===== src/rtl/maxpool_scheduler_pkg.sv =====
// Shared types and width helpers for the pooling-layer scheduler slice.
package maxpool_pkg;

    typedef enum logic [2:0] {
        S_IDLE,
        S_CLEAR,
        S_STREAM,
        S_DRAIN,
        S_NEXT,
        S_DONE
    } sched_state_t;

    // Never returns 0 so degenerate sizes still give a legal vector width.
    function automatic int clog2_min1(input int value);
        return (value <= 1) ? 1 : $clog2(value);
    endfunction

    function automatic int in_addr_w(input int num_ch, input int map_width);
        return clog2_min1(num_ch * map_width * map_width);
    endfunction

    function automatic int out_addr_w(input int num_ch, input int map_width);
        return clog2_min1(num_ch * (map_width / 2) * (map_width / 2));
    endfunction

endpackage


===== src/rtl/maxpool_scheduler_if.sv =====
// Bus bundle between the scheduler, the conv output RAM, the pooling engine and the pool output RAM.
interface maxpool_scheduler_if
    import maxpool_pkg::*;
#(
    parameter int MAP_WIDTH = 28,
    parameter int NUM_CH    = 6
) ();

    localparam int IN_AW  = in_addr_w(NUM_CH, MAP_WIDTH);
    localparam int OUT_AW = out_addr_w(NUM_CH, MAP_WIDTH);

    logic                    in_rd_en;
    logic [IN_AW-1:0]        in_addr;
    logic signed [7:0]       in_rdata;
    logic                    pool_rst;
    logic                    pool_valid;
    logic signed [7:0]       pool_pixel;
    logic                    pool_valid_out;
    logic signed [7:0]       pool_pixel_out;
    logic                    pool_all_done;
    logic                    out_we;
    logic [OUT_AW-1:0]       out_addr;
    logic signed [7:0]       out_data;

    modport master (
        output in_rd_en, in_addr, pool_rst, pool_valid, pool_pixel,
               out_we, out_addr, out_data,
        input  in_rdata, pool_valid_out, pool_pixel_out, pool_all_done
    );

    modport slave (
        input  in_rd_en, in_addr, pool_rst, pool_valid, pool_pixel,
               out_we, out_addr, out_data,
        output in_rdata, pool_valid_out, pool_pixel_out, pool_all_done
    );

endinterface


===== src/rtl/maxpool_scheduler_addr_gen.sv =====
// Pixel/pooled-pixel counters and running channel bases for the input and output RAM addresses.
module maxpool_addr_gen
    import maxpool_pkg::*;
#(
    parameter int MAP_WIDTH = 28,
    parameter int NUM_CH    = 6,
    parameter int OUT_DIM   = MAP_WIDTH / 2
) (
    input  logic                                      clk,
    input  logic                                      rst,
    input  logic                                      clear_i,
    input  logic                                      next_ch_i,
    input  logic                                      advance_base_i,
    input  logic                                      pix_inc_i,
    input  logic                                      opix_inc_i,
    output logic [in_addr_w(NUM_CH, MAP_WIDTH)-1:0]   in_addr_o,
    output logic [out_addr_w(NUM_CH, MAP_WIDTH)-1:0]  out_addr_o,
    output logic                                      last_pix_o,
    output logic                                      last_opix_o
);

    localparam int IN_AW  = in_addr_w(NUM_CH, MAP_WIDTH);
    localparam int OUT_AW = out_addr_w(NUM_CH, MAP_WIDTH);
    localparam int PIX_W  = clog2_min1(MAP_WIDTH * MAP_WIDTH);
    localparam int OPIX_W = clog2_min1(OUT_DIM * OUT_DIM + 1);

    logic [PIX_W-1:0]  pix_q, pix_d;
    logic [OPIX_W-1:0] opix_q, opix_d;
    logic [IN_AW-1:0]  in_base_q, in_base_d;
    logic [OUT_AW-1:0] out_base_q, out_base_d;

    always_ff @(posedge clk) begin
        if (rst) begin
            pix_q      <= '0;
            opix_q     <= '0;
            in_base_q  <= '0;
            out_base_q <= '0;
        end else begin
            pix_q      <= pix_d;
            opix_q     <= opix_d;
            in_base_q  <= in_base_d;
            out_base_q <= out_base_d;
        end
    end

    // Channel bases step by one map size on each channel change, so no multiplier is needed.
    always_comb begin
        pix_d      = pix_q;
        opix_d     = opix_q;
        in_base_d  = in_base_q;
        out_base_d = out_base_q;
        if (clear_i || next_ch_i) begin
            pix_d  = '0;
            opix_d = '0;
        end else begin
            if (pix_inc_i) pix_d = pix_q + PIX_W'(1);
            if (opix_inc_i) opix_d = opix_q + OPIX_W'(1);
        end
        if (clear_i) begin
            in_base_d  = '0;
            out_base_d = '0;
        end else if (advance_base_i) begin
            in_base_d  = in_base_q + IN_AW'(MAP_WIDTH * MAP_WIDTH);
            out_base_d = out_base_q + OUT_AW'(OUT_DIM * OUT_DIM);
        end
    end

    assign in_addr_o   = in_base_q + IN_AW'(pix_q);
    assign out_addr_o  = out_base_q + OUT_AW'(opix_q);
    assign last_pix_o  = (pix_q == PIX_W'(MAP_WIDTH * MAP_WIDTH - 1));
    // High once every pooled pixel of the current channel has been written.
    assign last_opix_o = (opix_q == OPIX_W'(OUT_DIM * OUT_DIM));

endmodule


===== src/rtl/maxpool_scheduler.sv =====
// Sequences NUM_CH feature maps through one shared 2x2/stride-2 pooling engine.
module maxpool_scheduler
    import maxpool_pkg::*;
#(
    parameter int MAP_WIDTH = 28,
    parameter int NUM_CH    = 6,
    localparam int OUT_DIM  = MAP_WIDTH / 2
) (
    input  logic                 clk,
    input  logic                 rst,
    input  logic                 start,
    input  logic                 hold,
    output logic                 busy,
    output logic                 done,
    output logic                 err,
    maxpool_scheduler_if.master  bus
);

    localparam int IN_AW  = in_addr_w(NUM_CH, MAP_WIDTH);
    localparam int OUT_AW = out_addr_w(NUM_CH, MAP_WIDTH);
    localparam int CH_W   = clog2_min1(NUM_CH);

    sched_state_t      state_q, state_d;
    logic [CH_W-1:0]   ch_q, ch_d;
    logic              err_q, err_d;
    logic              pool_valid_q;
    logic              all_done_q;
    logic              rd_en;
    logic              last_ch;
    logic              last_pix;
    logic              opix_full;
    logic              all_done_rise;
    logic [IN_AW-1:0]  in_addr;
    logic [OUT_AW-1:0] out_addr;

    assign last_ch       = (ch_q == CH_W'(NUM_CH - 1));
    assign rd_en         = (state_q == S_STREAM) && !hold;
    assign all_done_rise = bus.pool_all_done && !all_done_q;

    maxpool_addr_gen #(
        .MAP_WIDTH (MAP_WIDTH),
        .NUM_CH    (NUM_CH),
        .OUT_DIM   (OUT_DIM)
    ) u_addr_gen (
        .clk            (clk),
        .rst            (rst),
        .clear_i        (state_q == S_IDLE),
        .next_ch_i      (state_q == S_NEXT),
        .advance_base_i ((state_q == S_NEXT) && !last_ch),
        .pix_inc_i      (rd_en),
        .opix_inc_i     (bus.pool_valid_out && !opix_full),
        .in_addr_o      (in_addr),
        .out_addr_o     (out_addr),
        .last_pix_o     (last_pix),
        .last_opix_o    (opix_full)
    );

    always_ff @(posedge clk) begin
        if (rst) begin
            state_q      <= S_IDLE;
            ch_q         <= '0;
            err_q        <= 1'b0;
            pool_valid_q <= 1'b0;
            all_done_q   <= 1'b0;
        end else begin
            state_q      <= state_d;
            ch_q         <= ch_d;
            err_q        <= err_d;
            pool_valid_q <= rd_en;
            all_done_q   <= bus.pool_all_done;
        end
    end

    // Layer sequencing; err is only judged while a layer is in flight and cleared by a new start.
    always_comb begin
        state_d = state_q;
        ch_d    = ch_q;
        err_d   = err_q;
        unique case (state_q)
            S_IDLE: begin
                ch_d = '0;
                if (start) begin
                    state_d = S_CLEAR;
                    err_d   = 1'b0;
                end
            end
            S_CLEAR:  state_d = S_STREAM;
            S_STREAM: if (rd_en && last_pix) state_d = S_DRAIN;
            S_DRAIN:  if (bus.pool_all_done) state_d = S_NEXT;
            S_NEXT: begin
                if (last_ch) begin
                    state_d = S_DONE;
                end else begin
                    ch_d    = ch_q + CH_W'(1);
                    state_d = S_CLEAR;
                end
            end
            S_DONE:   state_d = S_IDLE;
            default:  state_d = S_IDLE;
        endcase
        if (state_q != S_IDLE) begin
            if ((all_done_rise && !opix_full) || (bus.pool_valid_out && opix_full)) err_d = 1'b1;
        end
    end

    assign busy           = (state_q != S_IDLE);
    assign done           = (state_q == S_DONE);
    assign err            = err_q;
    assign bus.in_rd_en   = rd_en;
    assign bus.in_addr    = in_addr;
    assign bus.pool_rst   = rst || (state_q == S_CLEAR);
    assign bus.pool_valid = pool_valid_q;
    assign bus.pool_pixel = bus.in_rdata;
    assign bus.out_we     = bus.pool_valid_out;
    assign bus.out_addr   = out_addr;
    assign bus.out_data   = bus.pool_pixel_out;

endmodule


===== src/flat_wrapper.sv =====
// flat-port wrapper written by rule: the top's interface ports become plain ports
module maxpool_scheduler_flat import maxpool_pkg::*;
#(
    parameter int MAP_WIDTH = 28,
    parameter int NUM_CH    = 6,
    localparam int OUT_DIM  = MAP_WIDTH / 2
)
  (clk, rst, start, hold, busy, done, err, bus_in_rd_en, bus_in_addr, bus_pool_rst, bus_pool_valid, bus_pool_pixel, bus_out_we, bus_out_addr, bus_out_data, bus_in_rdata, bus_pool_valid_out, bus_pool_pixel_out, bus_pool_all_done);
  maxpool_scheduler_if #(.MAP_WIDTH(MAP_WIDTH), .NUM_CH(NUM_CH)) bus_i ();
  input  logic clk;
  input  logic rst;
  input  logic start;
  input  logic hold;
  output logic busy;
  output logic done;
  output logic err;
  output wire logic [$bits(bus_i.in_rd_en)-1:0] bus_in_rd_en;
  output wire logic [$bits(bus_i.in_addr)-1:0] bus_in_addr;
  output wire logic [$bits(bus_i.pool_rst)-1:0] bus_pool_rst;
  output wire logic [$bits(bus_i.pool_valid)-1:0] bus_pool_valid;
  output wire logic [$bits(bus_i.pool_pixel)-1:0] bus_pool_pixel;
  output wire logic [$bits(bus_i.out_we)-1:0] bus_out_we;
  output wire logic [$bits(bus_i.out_addr)-1:0] bus_out_addr;
  output wire logic [$bits(bus_i.out_data)-1:0] bus_out_data;
  input wire logic [$bits(bus_i.in_rdata)-1:0] bus_in_rdata;
  input wire logic [$bits(bus_i.pool_valid_out)-1:0] bus_pool_valid_out;
  input wire logic [$bits(bus_i.pool_pixel_out)-1:0] bus_pool_pixel_out;
  input wire logic [$bits(bus_i.pool_all_done)-1:0] bus_pool_all_done;
  assign bus_in_rd_en = bus_i.in_rd_en;
  assign bus_in_addr = bus_i.in_addr;
  assign bus_pool_rst = bus_i.pool_rst;
  assign bus_pool_valid = bus_i.pool_valid;
  assign bus_pool_pixel = bus_i.pool_pixel;
  assign bus_out_we = bus_i.out_we;
  assign bus_out_addr = bus_i.out_addr;
  assign bus_out_data = bus_i.out_data;
  assign bus_i.in_rdata = bus_in_rdata;
  assign bus_i.pool_valid_out = bus_pool_valid_out;
  assign bus_i.pool_pixel_out = bus_pool_pixel_out;
  assign bus_i.pool_all_done = bus_pool_all_done;
  maxpool_scheduler #(.MAP_WIDTH(MAP_WIDTH), .NUM_CH(NUM_CH)) u_core (.clk(clk), .rst(rst), .start(start), .hold(hold), .busy(busy), .done(done), .err(err), .bus(bus_i));
endmodule

===== config.mk =====
export PLATFORM = sky130hd
export DESIGN_NAME = maxpool_scheduler_flat
export DESIGN_NICKNAME = d
export VERILOG_FILES = /design/src/rtl/maxpool_scheduler_pkg.sv /design/src/rtl/maxpool_scheduler_if.sv /design/src/rtl/maxpool_scheduler_addr_gen.sv /design/src/rtl/maxpool_scheduler.sv /design/src/flat_wrapper.sv
export SDC_FILE = /design/constraint.sdc
export NUM_CORES = 1
export LEC_CHECK = 0
export CAP_MARGIN = 0
export CORE_MARGIN = 2
export CORE_UTILIZATION = 50
export CTS_BUF_LIST = sky130_fd_sc_hd__clkbuf_4
export DETAILED_ROUTE_END_ITERATION = 16
export GPL_TIMING_DRIVEN = 0
export PLACE_DENSITY = 0.8
export SYNTH_ARGS = -nofsm -noshare
export SYNTH_HDL_FRONTEND = slang
export SYNTH_SLANG_ARGS = --single-unit

===== constraint.sdc =====
create_clock -name clk -period 3.3 [get_ports clk]
set_clock_uncertainty 0.05 [all_clocks]
set_input_delay 0.33 -clock clk [delete_from_list [all_inputs] [get_ports clk]]
set_output_delay 0.33 -clock clk [all_outputs]
set_load 0.02 [all_outputs]

Yosys cells after proc, flatten, opt, wreduce, memory -nomap -nowiden
Index checks and enable logic that the tools add are counted.
Widths: inputs -> output; s select.
{ "op_classes": {"addsub": 7, "eq_ne": 12, "mux": 11, "n_reduce_logical": 21} }
{ "op_table": {"columns": ["op", "count"], "rows": [
  ["$mux 3", 5],
  ["$pmux 3 s5", 1],
  ["$add 13x10->13", 1],
  ["$add 13x10->13 const B", 1],
  ["$add 11x8->11", 1],
  ["$add 11x8->11 const B", 1],
  ["$add 10x1->10 const B", 1],
  ["$eq 10x10->1 const B", 1],
  ["$eq 3x3->1 const B", 3],
  ["$add 8x1->8 const B", 1],
  ["$eq 8x8->1 const B", 1],
  ["$ne 2x2->1 const B", 4],
  ["$logic_and 1x1->1", 7],
  ["$eq 3x2->1 const B", 2],
  ["$pmux 3 s2", 1],
  ["$logic_not 1->1", 4],
  ["$mux 1", 4],
  ["$reduce_or 2->1", 2],
  ["$add 3x1->3 const B", 1],
  ["$eq 3x1->1 const B", 1],
  ["$logic_not 3->1", 1],
  ["$logic_or 1x1->1", 3],
  ["$reduce_and 3->1", 1],
  ["$reduce_bool 3->1", 1],
  ["other kinds (2)", 2]
]} }
{ "totals": {"reg_bits": 51, "input_bits": 22, "wordCells": 60} }

Depth between registers and ports, before layout
{ "depth": {"word_depth": 6, "ltp_mapped": 7, "depth_no_buf": 6} }

Modules after synthesis
From an unflattened synthesis, not the netlist that was laid out.
{ "unflattened": {"hier_cells": 331, "hier_area_um2": 2872.8} }
{ "by_module_without_submodules": {"columns": ["module", "instances", "cells_per_inst", "area_each_um2"], "rows": [
  ["maxpool_addr_gen", 1, 261, 2245.9],
  ["maxpool_scheduler", 1, 70, 626.9]
]} }

Worst setup path after synthesis
OpenSTA, ideal clock, no wires.
{ "synth_path": {"path_type": "register -> output", "startpoint": "reg u_core.u_addr_gen.pix_q[4]", "endpoint": "out bus_in_addr[12]", "arrival_ps": 2184, "slack_ps": 736, "path_stages_with_launch": 6, "path_cell_list": "dfxtp_1 -> ha_1 -> fa_1 -> a21oi_1 -> o21ai_0 -> o311ai_0"} }
{ "synth_between": {"elab_chain_len": 1} }
{ "synth_rtl": {"columns": ["element", "line_no", "text"], "rows": [
  ["from (decl)", "maxpool_scheduler_addr_gen.sv:27", "logic [PIX_W-1:0] pix_q, pix_d;"],
  ["from (signal assigned)", "maxpool_scheduler_addr_gen.sv:39", "pix_q <= pix_d;"],
  ["$add 13x10->13", "maxpool_scheduler_addr_gen.sv:68", "assign in_addr_o = in_base_q + IN_AW'(pix_q);"],
  ["to (decl)", "flat_wrapper.sv:18", "output wire logic [$bits(bus_i.in_addr)-1:0] bus_in_addr;"]
]} }
Every way passes these cells.

Worst setup path in the final report
{ "layout_path": {"startpoint": "reg u_core.u_addr_gen.pix_q[5]", "endpoint": "out bus_in_addr[11]"} }
The elaborated chain is that of the path after synthesis.

==> impl_metrics.py <==
metrics = {
    "layout": {
        "layout_common_cells": "clkdlybuf4s50_1, dfxtp_1, nor2_1",
        "final_common_cell": "clkdlybuf4s50_1",
        "drive_above_1_share": 0.1250,
        "post-route-util": 0.6311,
        "final_cells": 499,
        "area_growth_pct": 22.80,
        "nNetsFinal": 466,
        "diodes": 0,
    },
    "synth": {
        "synthXorXnorAreaFrac": 0.1020,
        "synth_fa_ha_area_frac": 0.09238,
        "async_reset_ff_frac": 0,
        "postSynthCellCount": 364,
        "syn-mean-instance-area_um2": 8.260,
        "synth_edf_count": 0,
        "ys.flop_type": "dfxtp_1",
        "yosysUniqueCellTypes": 51,
        "yosysWarnings": 0,
        "synth-compound-area-share": 0.1207,
        "syn_area_mm2": 0.003007,
        "ys_seq_area_frac": 0.2996,
        "synth.area.mux_share": 0.007074,
        "ys_ff_latch": 45,
        "synth.net_count": 407,
        "synth_top_family_by_area": "simple AND/OR/NAND/NOR gates",
        "synth_simple_gate_area_frac": 0.2755,
    },
    "clock_tree": {
        "cts_hold_buf": 0,
        "clk_pin_slew_ns": 0.14,
        "numClockSinks": 45,
        "ctsHtreeMaxLevel": 2,
        "numCtsBuffers": 5,
        "tritoncts": "built",
        "cts_setup_buffers": 0,
        "cts_root_buf": "clkbuf_4",
        "clock_latency_ns": 0.37,
        "clockBufferDepth": 2,
    },
    "flow_run": {
        "drv_cap": 0,
    },
    "sta": {
        "timing.final.crit_share": 0.9508,
        "setup_violations": 0,
        "worst_pin_slew_ns": 0.5856,
        "maxSlewViolCount": 0,
        "fmax_ghz": 0.3187,
        "finalHoldViolCount": 0,
        "period_minus_slack_ns": 3.138,
        "layout_setup_ws_ns": 0.1623,
        "tns_ns": 0,
        "rsz0062_at_grt": "false",
        "relSlewSlack": 0.6079,
    },
    "status": {
        "outcome": "complete, no violations",
    },
    "floorplanning": {
        "io_pins": 69,
        "num_rows": 28,
        "coreArea_mm2": 0.005851,
        "die-area_mm2": 0.006650,
        "die_w_um": 81.55,
        "fp.dieH_um": 81.55,
        "start_util": 0.5139,
    },
    "setup_path": {
        "start_kind": "register",
        "path_cells": "ha_1 -> a21oi_1 -> nor3b_1 -> or4b_2 -> nand3_1 -> clkdlybuf4s50_1",
        "cp_max_fo": 6,
        "cp.required_ns": 2.92,
        "end_kind": "primary output",
        "max_stage_delay_ns": 0.64,
        "path_class": "register to primary output",
        "cp.arrival_ns": 2.76,
        "slowest_stage": "or4b_2",
    },
    "route": {
        "drc": 0,
        "drt-total-wl_um": 6269,
        "ant_nets": 0,
        "wl_per_cell_um": 12.56,
        "viasPerCell": 5.413,
        "drt_iter0_markers": 156,
        "dr.pass1.iters": 4,
        "vias": 2701,
    },
    "global_route": {
        "grt_pass1_vias": 2470,
        "antenna_found_initial": 0,
        "track_usage": 0.1959,
        "grt_pass1_wl_um": 10520,
        "grt_overflow": 0,
        "grt_max_degree": 15,
    },
    "power_and_ir_drop": {
        "leakagePower_nw": 1.413,
        "peakVddDrop_mv": 0.1753,
        "power_density_mw_per_mm2": 266.5,
    },
    "place": {
        "post-place-ws_ns": 0.4720,
        "portBuffers": 52,
        "dpl.cell_count": 491,
        "hpwlAfterDp_um": 4640,
        "gp_congestion": 0.8428,
    },
    "hold_path": {
        "hold_path.class": "register to register",
    },
}
-- cell usage after synthesis (10+ instances only) --
master / count / area, µm²
o21ai_0: 12 / 60.06
nand2_1: 26 / 97.59
xor2_1: 20 / 175.2
ha_1: 19 / 237.7
inv_1: 13 / 48.80
nand3_1: 23 / 115.1
clkbuf_1: 10 / 37.54
buf_4: 23 / 172.7
nor2_1: 38 / 142.6
xnor2_1: 15 / 131.4
a21oi_1: 23 / 115.1
dfxtp_1: 45 / 900.9
-- worst paths after layout --
path	start	endpoint	slack, ns	cells past startpoint
max	u_core.u_addr_gen.pix_q[5]	bus_in_addr[11]	0.16	6
min	u_core.ch_q[1]	u_core.ch_q[1]	0.46	2
max reg2reg	u_core.state_q[2]	u_core.u_addr_gen.out_base_q[9]	1.21	5
min reg2reg	u_core.ch_q[1]	u_core.ch_q[1]	0.46	2
-- routing by layer --
metal | GRT usage | vias up | part of all wire
met5 | 0 | - | 0
met4 | 0.04237 | 0 | 0.0067
met3 | 0.03736 | 5 | 0.049
met2 | 0.3459 | 66 | 0.47
met1 | 0.2468 | 1258 | 0.47
li1 | - | 1372 | -
-- timing repair --
action / in CTS / in global routing
gates resized for setup: 0 / 6
endpoints found under the setup margin: 0 / 4
endpoints found under the hold margin: 0 / 0
-- cell families after synthesis --
kind of cell / after synthesis
buffers and inverters: 53
muxes: 2
xor gates and xnor gates: 35
AOI/OAI and AO/OA: 57
adders and majority gates: 21
DFF: 45
and+or+nand+nor: 151
-- critical path, delay by kind of cell (launching register included) --
kind	cells	cell delay, ns
buffers and inverters	1	0.60
adders and majority gates	1	0.28
and+or+nand+nor	3	0.85
DFF	1	0.49
AOI/OAI and AO/OA	1	0.17
-- layout make-up --
cell class,count,area [µm²]
buffer,39,251.5
sequential,45,903.4
fill,539,2158
multi-input combinational,266,1800
clock inverter,2,15.01
clock buffer,6,45.04
inverter,14,57.56
tap,75,93.84
timing repair buffer,52,525.5
-- sequential cells by signal, indices dropped and copies added (netlist names) --
register / cells
u_core.ch_q: 3
u_core.u_addr_gen.out_base_q: 9
u_core.u_addr_gen.opix_q: 8
u_core.u_addr_gen.pix_q: 10
u_core.state_q: 3
u_core.u_addr_gen.in_base_q: 9
u_core.all_done_q: 1
u_core.err: 1
u_core.bus.pool_valid: 1
-- metrics by stage --
step / cell area (µm²) / hold WS [ns] / power (W)
6_report: 3692 / 0.4561 / 0.0009841
5_1_grt: 3692 / 0.4891 / 0.001023
4_1_cts: 3681 / 0.4572 / 0.0009939
3_5_place_dp: 3621 / 0.4363 / 0.0007182
3_3_place_gp: 3621 / 0.4254 / 0.0007158
2_1_floorplan: 3007 / 0.4082 / 0.0006595
-- where the power goes --
group | internal, W | switching (W) | total [W]
sequential | 0.000550 | 0.00000352 | 0.000553
clock | 0.0000916 | 0.000187 | 0.000279
combinational | 0.0000706 | 0.0000813 | 0.000152
Note: power is estimated with default switching activity, not from simulation.
